[config.mk]
export PLATFORM = sky130hd
export DESIGN_NAME = debug_trace_buffer
export DESIGN_NICKNAME = d
export VERILOG_FILES = /design/src/rtl/debug_trace_buffer.sv
export SDC_FILE = /design/constraint.sdc
export NUM_CORES = 2
export LEC_CHECK = 0
export BUFFER_PORTS_ARGS = -buffer_cell sky130_fd_sc_hd__buf_2
export CORE_ASPECT_RATIO = 1.2
export CORE_MARGIN = 2
export CORE_UTILIZATION = 60
export CTS_CLUSTER_DIAMETER = 200
export CTS_CLUSTER_SIZE = 25
export DETAILED_ROUTE_END_ITERATION = 12
export PLACE_DENSITY = 0.81
export SYNTH_ARGS = -nofsm -noshare
export SYNTH_HDL_FRONTEND = slang
export SYNTH_SLANG_ARGS = --single-unit
[constraint.sdc]
create_clock -name clk -period 9.8 [get_ports clk]
set_input_delay 0.98 -clock clk [delete_from_list [all_inputs] [get_ports clk]]
set_output_delay 0.98 -clock clk [all_outputs]
set_load 0.01 [all_outputs]
[src/rtl/debug_trace_buffer.sv]
// Debug-bus logic analyzer: circular capture of {pc, inst, alu}, PC-match trigger, oldest-first readout.
// Capture and control take effect on the edge that sees them; rd_data lags DONE by one edge.
// Readout holds rd_valid/rd_data/rd_ts while rd_ready is low. `TRACE_TIMESTAMP_EN adds per-entry 16-bit stamps.
module debug_trace_buffer #(
    parameter int DATA_W    = 32,
    parameter int DEPTH     = 16,
    parameter int POST_TRIG = 8
) (
    input  logic                      clk,
    input  logic                      rst,
    input  logic                      in_valid,
    input  logic [DATA_W-1:0]         in_pc,
    input  logic [DATA_W-1:0]         in_inst,
    input  logic [DATA_W-1:0]         in_alu,
    input  logic                      arm,
    input  logic                      stop,
    input  logic [DATA_W-1:0]         trig_pc,
    output logic [1:0]                state,
    output logic                      triggered,
    output logic [$clog2(DEPTH):0]    count,
    output logic                      rd_valid,
    input  logic                      rd_ready,
    output logic [3*DATA_W-1:0]       rd_data,
    output logic [15:0]               rd_ts
);

    localparam int AW = $clog2(DEPTH);
    localparam int CW = AW + 1;
    localparam int EW = 3 * DATA_W;
    localparam logic [CW-1:0] DEPTH_C = CW'(DEPTH);
    localparam logic [CW-1:0] POST_C  = CW'(POST_TRIG);
    localparam logic [CW-1:0] ONE_C   = CW'(1);

    typedef enum logic [1:0] {
        S_IDLE  = 2'b00,
        S_ARMED = 2'b01,
        S_POST  = 2'b10,
        S_DONE  = 2'b11
    } state_t;

    state_t          state_q, state_d;
    logic            triggered_q, triggered_d;
    logic [CW-1:0]   count_q, count_d;
    logic [CW-1:0]   post_cnt_q, post_cnt_d;
    logic [AW-1:0]   wr_ptr_q, wr_ptr_d;
    logic [AW-1:0]   rd_ptr_q, rd_ptr_d;
    logic            rd_valid_q, rd_valid_d;
    logic [EW-1:0]   rd_data_q, rd_data_d;
    logic            wr_en;
    logic            rd_load;

    logic [EW-1:0]   mem [DEPTH];

    always_comb begin
        state_d     = state_q;
        triggered_d = triggered_q;
        count_d     = count_q;
        post_cnt_d  = post_cnt_q;
        wr_ptr_d    = wr_ptr_q;
        rd_ptr_d    = rd_ptr_q;
        rd_valid_d  = rd_valid_q;
        rd_data_d   = rd_data_q;
        wr_en       = 1'b0;
        rd_load     = 1'b0;

        if (arm) begin
            state_d     = S_ARMED;
            triggered_d = 1'b0;
            count_d     = '0;
            post_cnt_d  = '0;
            wr_ptr_d    = '0;
            rd_ptr_d    = '0;
            rd_valid_d  = 1'b0;
        end else begin
            case (state_q)
                S_ARMED: begin
                    if (in_valid) begin
                        wr_en = 1'b1;
                    end
                    // A trigger seen together with stop takes precedence over stop.
                    if (in_valid && (in_pc == trig_pc)) begin
                        triggered_d = 1'b1;
                        if (POST_TRIG == 0) begin
                            state_d = S_DONE;
                        end else begin
                            state_d    = S_POST;
                            post_cnt_d = POST_C;
                        end
                    end else if (stop) begin
                        state_d = S_DONE;
                    end
                end
                S_POST: begin
                    if (in_valid) begin
                        wr_en      = 1'b1;
                        post_cnt_d = post_cnt_q - ONE_C;
                        if (post_cnt_q == ONE_C) begin
                            state_d = S_DONE;
                        end
                    end
                    if (stop) begin
                        state_d = S_DONE;
                    end
                end
                S_DONE: begin
                    if (!rd_valid_q) begin
                        if (count_q == '0) begin
                            state_d = S_IDLE;
                        end else begin
                            rd_load    = 1'b1;
                            rd_valid_d = 1'b1;
                        end
                    end else if (rd_ready) begin
                        count_d = count_q - ONE_C;
                        if (count_q == ONE_C) begin
                            rd_valid_d = 1'b0;
                            state_d    = S_IDLE;
                        end else begin
                            rd_load = 1'b1;
                        end
                    end
                end
                default: begin
                end
            endcase
        end

        if (wr_en) begin
            wr_ptr_d = wr_ptr_q + AW'(1);
            if (count_q != DEPTH_C) begin
                count_d = count_q + ONE_C;
            end
        end

        if (rd_load) begin
            rd_data_d = mem[rd_ptr_q];
            rd_ptr_d  = rd_ptr_q + AW'(1);
        end

        // Oldest entry sits count entries behind the write pointer; a full buffer wraps to wr_ptr itself.
        if ((state_d == S_DONE) && (state_q != S_DONE)) begin
            rd_ptr_d = wr_ptr_d - count_d[AW-1:0];
        end
    end

    always_ff @(posedge clk or posedge rst) begin
        if (rst) begin
            state_q     <= S_IDLE;
            triggered_q <= 1'b0;
            count_q     <= '0;
            post_cnt_q  <= '0;
            wr_ptr_q    <= '0;
            rd_ptr_q    <= '0;
            rd_valid_q  <= 1'b0;
            rd_data_q   <= '0;
        end else begin
            state_q     <= state_d;
            triggered_q <= triggered_d;
            count_q     <= count_d;
            post_cnt_q  <= post_cnt_d;
            wr_ptr_q    <= wr_ptr_d;
            rd_ptr_q    <= rd_ptr_d;
            rd_valid_q  <= rd_valid_d;
            rd_data_q   <= rd_data_d;
        end
    end

    always_ff @(posedge clk) begin
        if (wr_en) begin
            mem[wr_ptr_q] <= {in_pc, in_inst, in_alu};
        end
    end

`ifdef TRACE_TIMESTAMP_EN
    logic [15:0] ts_q;
    logic [15:0] rd_ts_q;
    logic [15:0] mem_ts [DEPTH];

    always_ff @(posedge clk or posedge rst) begin
        if (rst) begin
            ts_q    <= '0;
            rd_ts_q <= '0;
        end else begin
            ts_q <= ts_q + 16'd1;
            if (rd_load) begin
                rd_ts_q <= mem_ts[rd_ptr_q];
            end
        end
    end

    always_ff @(posedge clk) begin
        if (wr_en) begin
            mem_ts[wr_ptr_q] <= ts_q;
        end
    end

    assign rd_ts = rd_ts_q;
`else
    assign rd_ts = 16'd0;
`endif

    assign state     = state_q;
    assign triggered = triggered_q;
    assign count     = count_q;
    assign rd_valid  = rd_valid_q;
    assign rd_data   = rd_data_q;

endmodule

# Yosys cells after proc, flatten, opt, wreduce, memory -nomap -nowiden
# Memories as Yosys holds them, arrays and structs flattened. A register that Yosys moved wholly into a read port is not among the register bits.
# Index checks and enable logic that the tools add are counted.
[totals]
regBits = 22
latch_bits = 0
mem_bits_rw = 1536
rom_bits = 0
inputBits = 134
out_inout_bits = 121
elab_cells = 80
memories = 1
[classes]
n_addsub = 6
multipliers = 0
n_div = 0
order_cmp = 0
eq_ne = 11
n_shift = 0
muxes = 44
bitwise = 0
n_reduce_logical = 11
[mem_list]
columns = ["name", "words", "word_bits", "read_ports", "rd_clocked_by_memory_dff", "write_ports", "line", "text"]
rows = [
  ["mem", 16, 96, 1, 1, 1, "52", "logic [EW-1:0] mem [DEPTH];"],
]
[ops]
columns = ["op", "count"]
rows = [
  ["5-bit 2-to-1 mux", 9],
  ["32-bit == test", 1],
  ["2-bit 2-to-1 mux", 10],
  ["4-bit 2-to-1 mux", 5],
  ["1-bit 2-to-1 mux", 18],
  ["5-bit by 1-bit == test with 1-bit output, second input constant", 2],
  ["5-bit one-hot mux with 2 select lines", 1],
  ["5-bit by 1-bit subtractor with 5-bit output, second input constant", 2],
  ["4-bit by 1-bit adder with 4-bit output, second input constant", 2],
  ["2-bit == test, second input constant", 3],
  ["3-bit inequality test, second input constant", 2],
  ["2-bit one-hot mux with 3 select lines", 1],
  ["2-bit nonzero test", 3],
  ["3-bit nonzero test", 2],
  ["5-bit by 1-bit adder with 5-bit output, second input constant", 1],
  ["5-bit zero test", 1],
  ["5-bit inequality test, second input constant", 1],
  ["4-bit subtractor", 1],
  ["3-bit AND reduction", 1],
  ["2-bit by 1-bit == test with 1-bit output, second input constant", 1],
  ["1-bit logical AND", 2],
  ["2-bit inequality test, second input constant", 1],
  ["2-bit AND reduction", 1],
  ["2-bit OR reduction", 1],
]

# Logic depth before layout (Yosys ltp)
[depth]
depth_word = 9
ltp_mapped = 15
depth_no_buf = 14

# Least setup slack after synthesis
# No wires, ideal clock.
[synth_timing]
path_kind = "in2reg"
start = "input port in_valid"
end = "memory mem[3][0] in the netlist's numbering (enable)"
setup_ps = 668
arrival_ps = 8014
required_ps = 9132
setup_slack_ps = 1118
stages = 5
n_path_buf = 1
cell_sequence = "buf_4 > nand2_1 > nor2_1 > nand2_1 > nor3_1"
[synth_between]
elab_chain_len = 5
[synth_rtl]
columns = ["element", "line", "text"]
rows = [
  ["start, declared", "11", "input logic in_valid,"],
  ["1-bit 2-to-1 mux", "77, 94", ""],
  ["1-bit 2-to-1 mux", "n/a", ""],
  ["1-bit 2-to-1 mux", "66", "if (arm) begin"],
  ["1-bit 2-to-1 mux", "169", "if (wr_en) begin"],
  ["1-bit 2-to-1 mux (not written as such)", "170", "mem[wr_ptr_q] <= {in_pc, in_inst, in_alu};"],
  ["end, declared", "52", ""],
]
# No other way between the ends.

# Final worst setup path
[layout_timing]
start = "register state_q[0] (netlist: state[0])"
end = "memory mem[15][7] in the netlist's numbering (enable)"
[layout_between]
elab_chain_len = 6
elab_cells_between_ends = 7
classes_between = "2 x eq/ne; 4 x mux; 1 x reduce/logical"
[layout_rtl]
columns = ["element", "line", "text"]
rows = [
  ["start, declared", "41", "state_t state_q, state_d;"],
  ["start signal, assigned", "157", "state_q <= state_d;"],
  ["2-bit == test / 2-bit by 1-bit == test with 1-bit output (equally long branches)", "75", "case (state_q)"],
  ["2-bit OR reduction (no source line) *", "n/a", ""],
  ["1-bit 2-to-1 mux *", "n/a", ""],
  ["1-bit 2-to-1 mux *", "66", ""],
  ["1-bit 2-to-1 mux *", "169", ""],
  ["1-bit 2-to-1 mux (not written as such) *", "170", ""],
]
# Every way passes the cells marked *; elsewhere a longest branch is shown, timed or not.

==> results.json <==
{
  "status": "finished, final reports clean",
  "peakVddDrop_v": 0.000216,
  "critPathKind": "reg2reg",
  "grt_pass1_vias": 30605,
  "grt_overflow": 0,
  "cp-start-kind": "flip-flop",
  "chipHeight_um": 360,
  "gp_congestion": 0.800,
  "p_total_mw": 16.4,
  "slew_headroom_pct": 14.5,
  "cts_tree": "built",
  "crit_required_ns": 10.09,
  "p_leak_nw": 21.3,
  "routed_wl_um": 149000,
  "clockRootBuffer": "clkbuf_16",
  "path_cells": "inv_1, ha_1, nand2_1, nor2_1, nand2_1, nor2_4, buf_4, buf_4",
  "dieArea_um2": 108000,
  "gr-usage-met1_pct": 37.8,
  "synth_cell_types": 52,
  "yosys_warnings": 0,
  "final-hold-violation-count": 0,
  "mappedNetlistArea_um2": 63300,
  "die_w_um": 300,
  "cpMaxStageDelayCell": "nor2_4",
  "wire_per_inst_um": 34.6,
  "core-area_um2": 105000,
  "path_max_fanout": 43,
  "top_usage_layer": "met2",
  "dp_hpwl_um": 78400,
  "critical_path.endpoint_type": "flip-flop",
  "pwr-share-clk_pct": 22.2,
  "syn_inst": 2605,
  "numCtsBuffers": 76,
  "switchingPower_mw": 4.53,
  "clock_skew_ns": 0.0479,
  "rows": 130,
  "track_usage_pct": 27.9,
  "p_seq_share_pct": 51.8,
  "post-route-drc-count": 0,
  "syn_area_per_cell_um2": 24.3,
  "period_needed_ns": 4.48,
  "yosysTopAreaCellShare_pct": 72.9,
  "yosysTopAreaCell": "edfxtp_1",
  "cp-startpoint": "state[0]",
  "grt_pass1_wl_um": 216000,
  "arrival_ns": 4.78,
  "drive_gt1_share_pct": 33.3,
  "start_util_pct": 60.5,
  "grt_util_met2_pct": 46.4,
  "cp_slowest_stage_delay_ns": 1.03,
  "combPwrFrac_pct": 26.0,
  "grt_antenna_before_repair": 27,
  "cts_setup_buffers": 0,
  "nNetsFinal": 2993,
  "rsz0062_at_grt": "no",
  "fin_setup_tns_ns": 0,
  "clockBufferDepth": 3,
  "vias": 29200,
  "fin_crit_sh_pct": 45.8,
  "htree_num_levels": 3,
  "drt_iter0_markers": 4236,
  "io_buffer_count": 238,
  "seq_area_frac_synth_pct": 77.6,
  "setup_viol": 0,
  "first_pass_iters": 6,
  "p_per_area_nw_per_um2": 240,
  "crit_buf_inv": 3,
  "min_path_type": "in2async",
  "r2r_start": "state[0]",
  "crit_family": "simple AND/OR/NAND/NOR gates",
  "finalMaxSlewViolations": 0,
  "avgViaCountPerCell": 6.80,
  "maxCapViolCount": 0,
  "cts_hold_buffers": 0,
  "clk_pin_slew_ns": 0.11,
  "cts_sinks": 1654,
  "use_met3_pct": 5.05,
  "ys_ff_latch": 1654,
  "synth_edf_count": 1536,
  "switching_share_pct": 27.6,
  "synthTopCellsByArea": "edfxtp_1 (73%), mux4_2 (17%), dfrtp_1 (4.7%)",
  "grt_max_degree": 172,
  "io-pin-count": 255,
  "ctsResizeCount": 0,
  "worstMarginPinSlew_ns": 1.28,
  "synthFlopType": "edfxtp_1",
  "fmax_mhz": 223,
  "async_flop_share_pct": 7.13,
  "area_growth_pct": 7.99,
  "clk_latency_ns": 0.70,
  "p_int_mw": 11.9,
  "ant_nets": 0
}
==> stage by stage <==
stage | utilization, % | std cells | setup slack (ns) | hold WS [ns] | cell area [µm²]
2_1_floorplan | - | 2620 | 1.12 | 0.516 | 63300
3_3_place_gp | 63.2 | 4148 | 5.21 | 0.483 | 66100
3_5_place_dp | 63.2 | 4148 | 5.12 | 0.489 | 66100
4_1_cts | 65.3 | 4286 | 5.27 | 0.489 | 68300
5_1_grt | 65.3 | 4293 | 5.02 | 0.529 | 68300
6_report | 65.3 | 4295 | 5.32 | 0.469 | 68300
==> cells in the mapped netlist (19+ instances only) <==
library cell and instances:
dfrtp_1 118, xnor2_1 20, edfxtp_1 1536, buf_4 28, clkbuf_1 62, inv_1 19
buf_2 29, mux2_2 97, mux4_2 480, nand2_1 21, nor2_1 28
==> placed cells by master, fill, tap and decap left out, types with 3 or more instances in the layout <==
| master | netlist | routed |
|---|---|---|
| edfxtp_1 | 1536 | 1536 |
| mux4_2 | 480 | 480 |
| buf_2 | 29 | 238 |
| dfrtp_1 | 118 | 114 |
| mux2_2 | 97 | 97 |
| clkbuf_16 | 0 | 79 |
| clkbuf_1 | 62 | 57 |
| buf_4 | 28 | 41 |
| nand2_1 | 21 | 20 |
| xnor2_1 | 20 | 20 |
| inv_1 | 19 | 18 |
| xor2_1 | 18 | 18 |
| ha_1 | 18 | 18 |
| nor2_1 | 28 | 16 |
| conb_1 | 1 | 16 |
| a21oi_1 | 13 | 13 |
| nor2_4 | 0 | 12 |
| diode_2 | 0 | 9 |
| nor3_1 | 13 | 9 |
| o21ai_0 | 7 | 7 |
| nand4_1 | 6 | 6 |
| nand3_1 | 5 | 5 |
| mux2i_1 | 5 | 5 |
| and3_1 | 5 | 5 |
| nand2b_1 | 5 | 5 |
| nor4_1 | 4 | 4 |
| or3_1 | 4 | 4 |
| nor3_2 | 0 | 4 |
| buf_12 | 0 | 4 |
| dfrtp_4 | 0 | 4 |
| nor3b_1 | 3 | 3 |
| a31oi_1 | 3 | 3 |
| o21a_1 | 3 | 3 |
| mux2_1 | 3 | 3 |
==> cells by family after synthesis <==
group                    synth area share [%]
AO/OA/AOI/OAI                           0.483
XOR/XNOR                                0.526
adder cells (fa/ha/maj)                 0.388
buffers and inverters                    1.24
flip-flops                               77.6
multiplexers                             18.9
other                                 0.00593
AND/OR/NAND/NOR                         0.827
==> worst paths after layout <==
kind	end	slack (ns)	cells past startpoint
max	mem[15][7]	5.32	8
min	count[4]	0.47	2
max reg2reg	mem[15][7]	5.32	8
min reg2reg	rd_data[87]	0.51	1
max in group asynchronous	rd_data[29]	7.91	3
min in group clk	rd_data[87]	0.51	1
==> power groups by stage <==
stage / logic [mW] / clock network [mW] / registers [mW]
4_1_cts: 4.31 / 3.67 / 8.50
2_1_floorplan: 3.10 / 0 / 8.51
6_report: 4.26 / 3.63 / 8.49
5_1_grt: 4.49 / 3.88 / 8.54
3_3_place_gp: 4.11 / 0 / 8.61
3_5_place_dp: 4.23 / 0 / 8.64
==> registers in the layout, indices dropped and copies added (netlist names) <==
signal      flops
count           5
mem          1536
rd_ptr_q        4
post_cnt_q      5
wr_ptr_q        4
state           2
rd_valid        1
rd_data        96
triggered       1
==> layout make-up <==
| type | count | area [µm²] |
|---|---|---|
| clock inverters | 2 | 38.8 |
| flip-flops and latches | 1654 | 49100 |
| multi-input cells | 805 | 13600 |
| repair buffers | 283 | 1580 |
| diodes | 9 | 22.5 |
| inverters | 20 | 80.1 |
| well taps | 1386 | 1730 |
| clock buffers | 136 | 2190 |
| fillers | 6239 | 36300 |
==> metal layers <==
layer	routed length [µm]	part of all wire, %
met5	179	0.12
met4	4920	3.3
met3	14700	9.9
met2	76200	51
met1	52500	35
(Power assumes the default switching activity.)
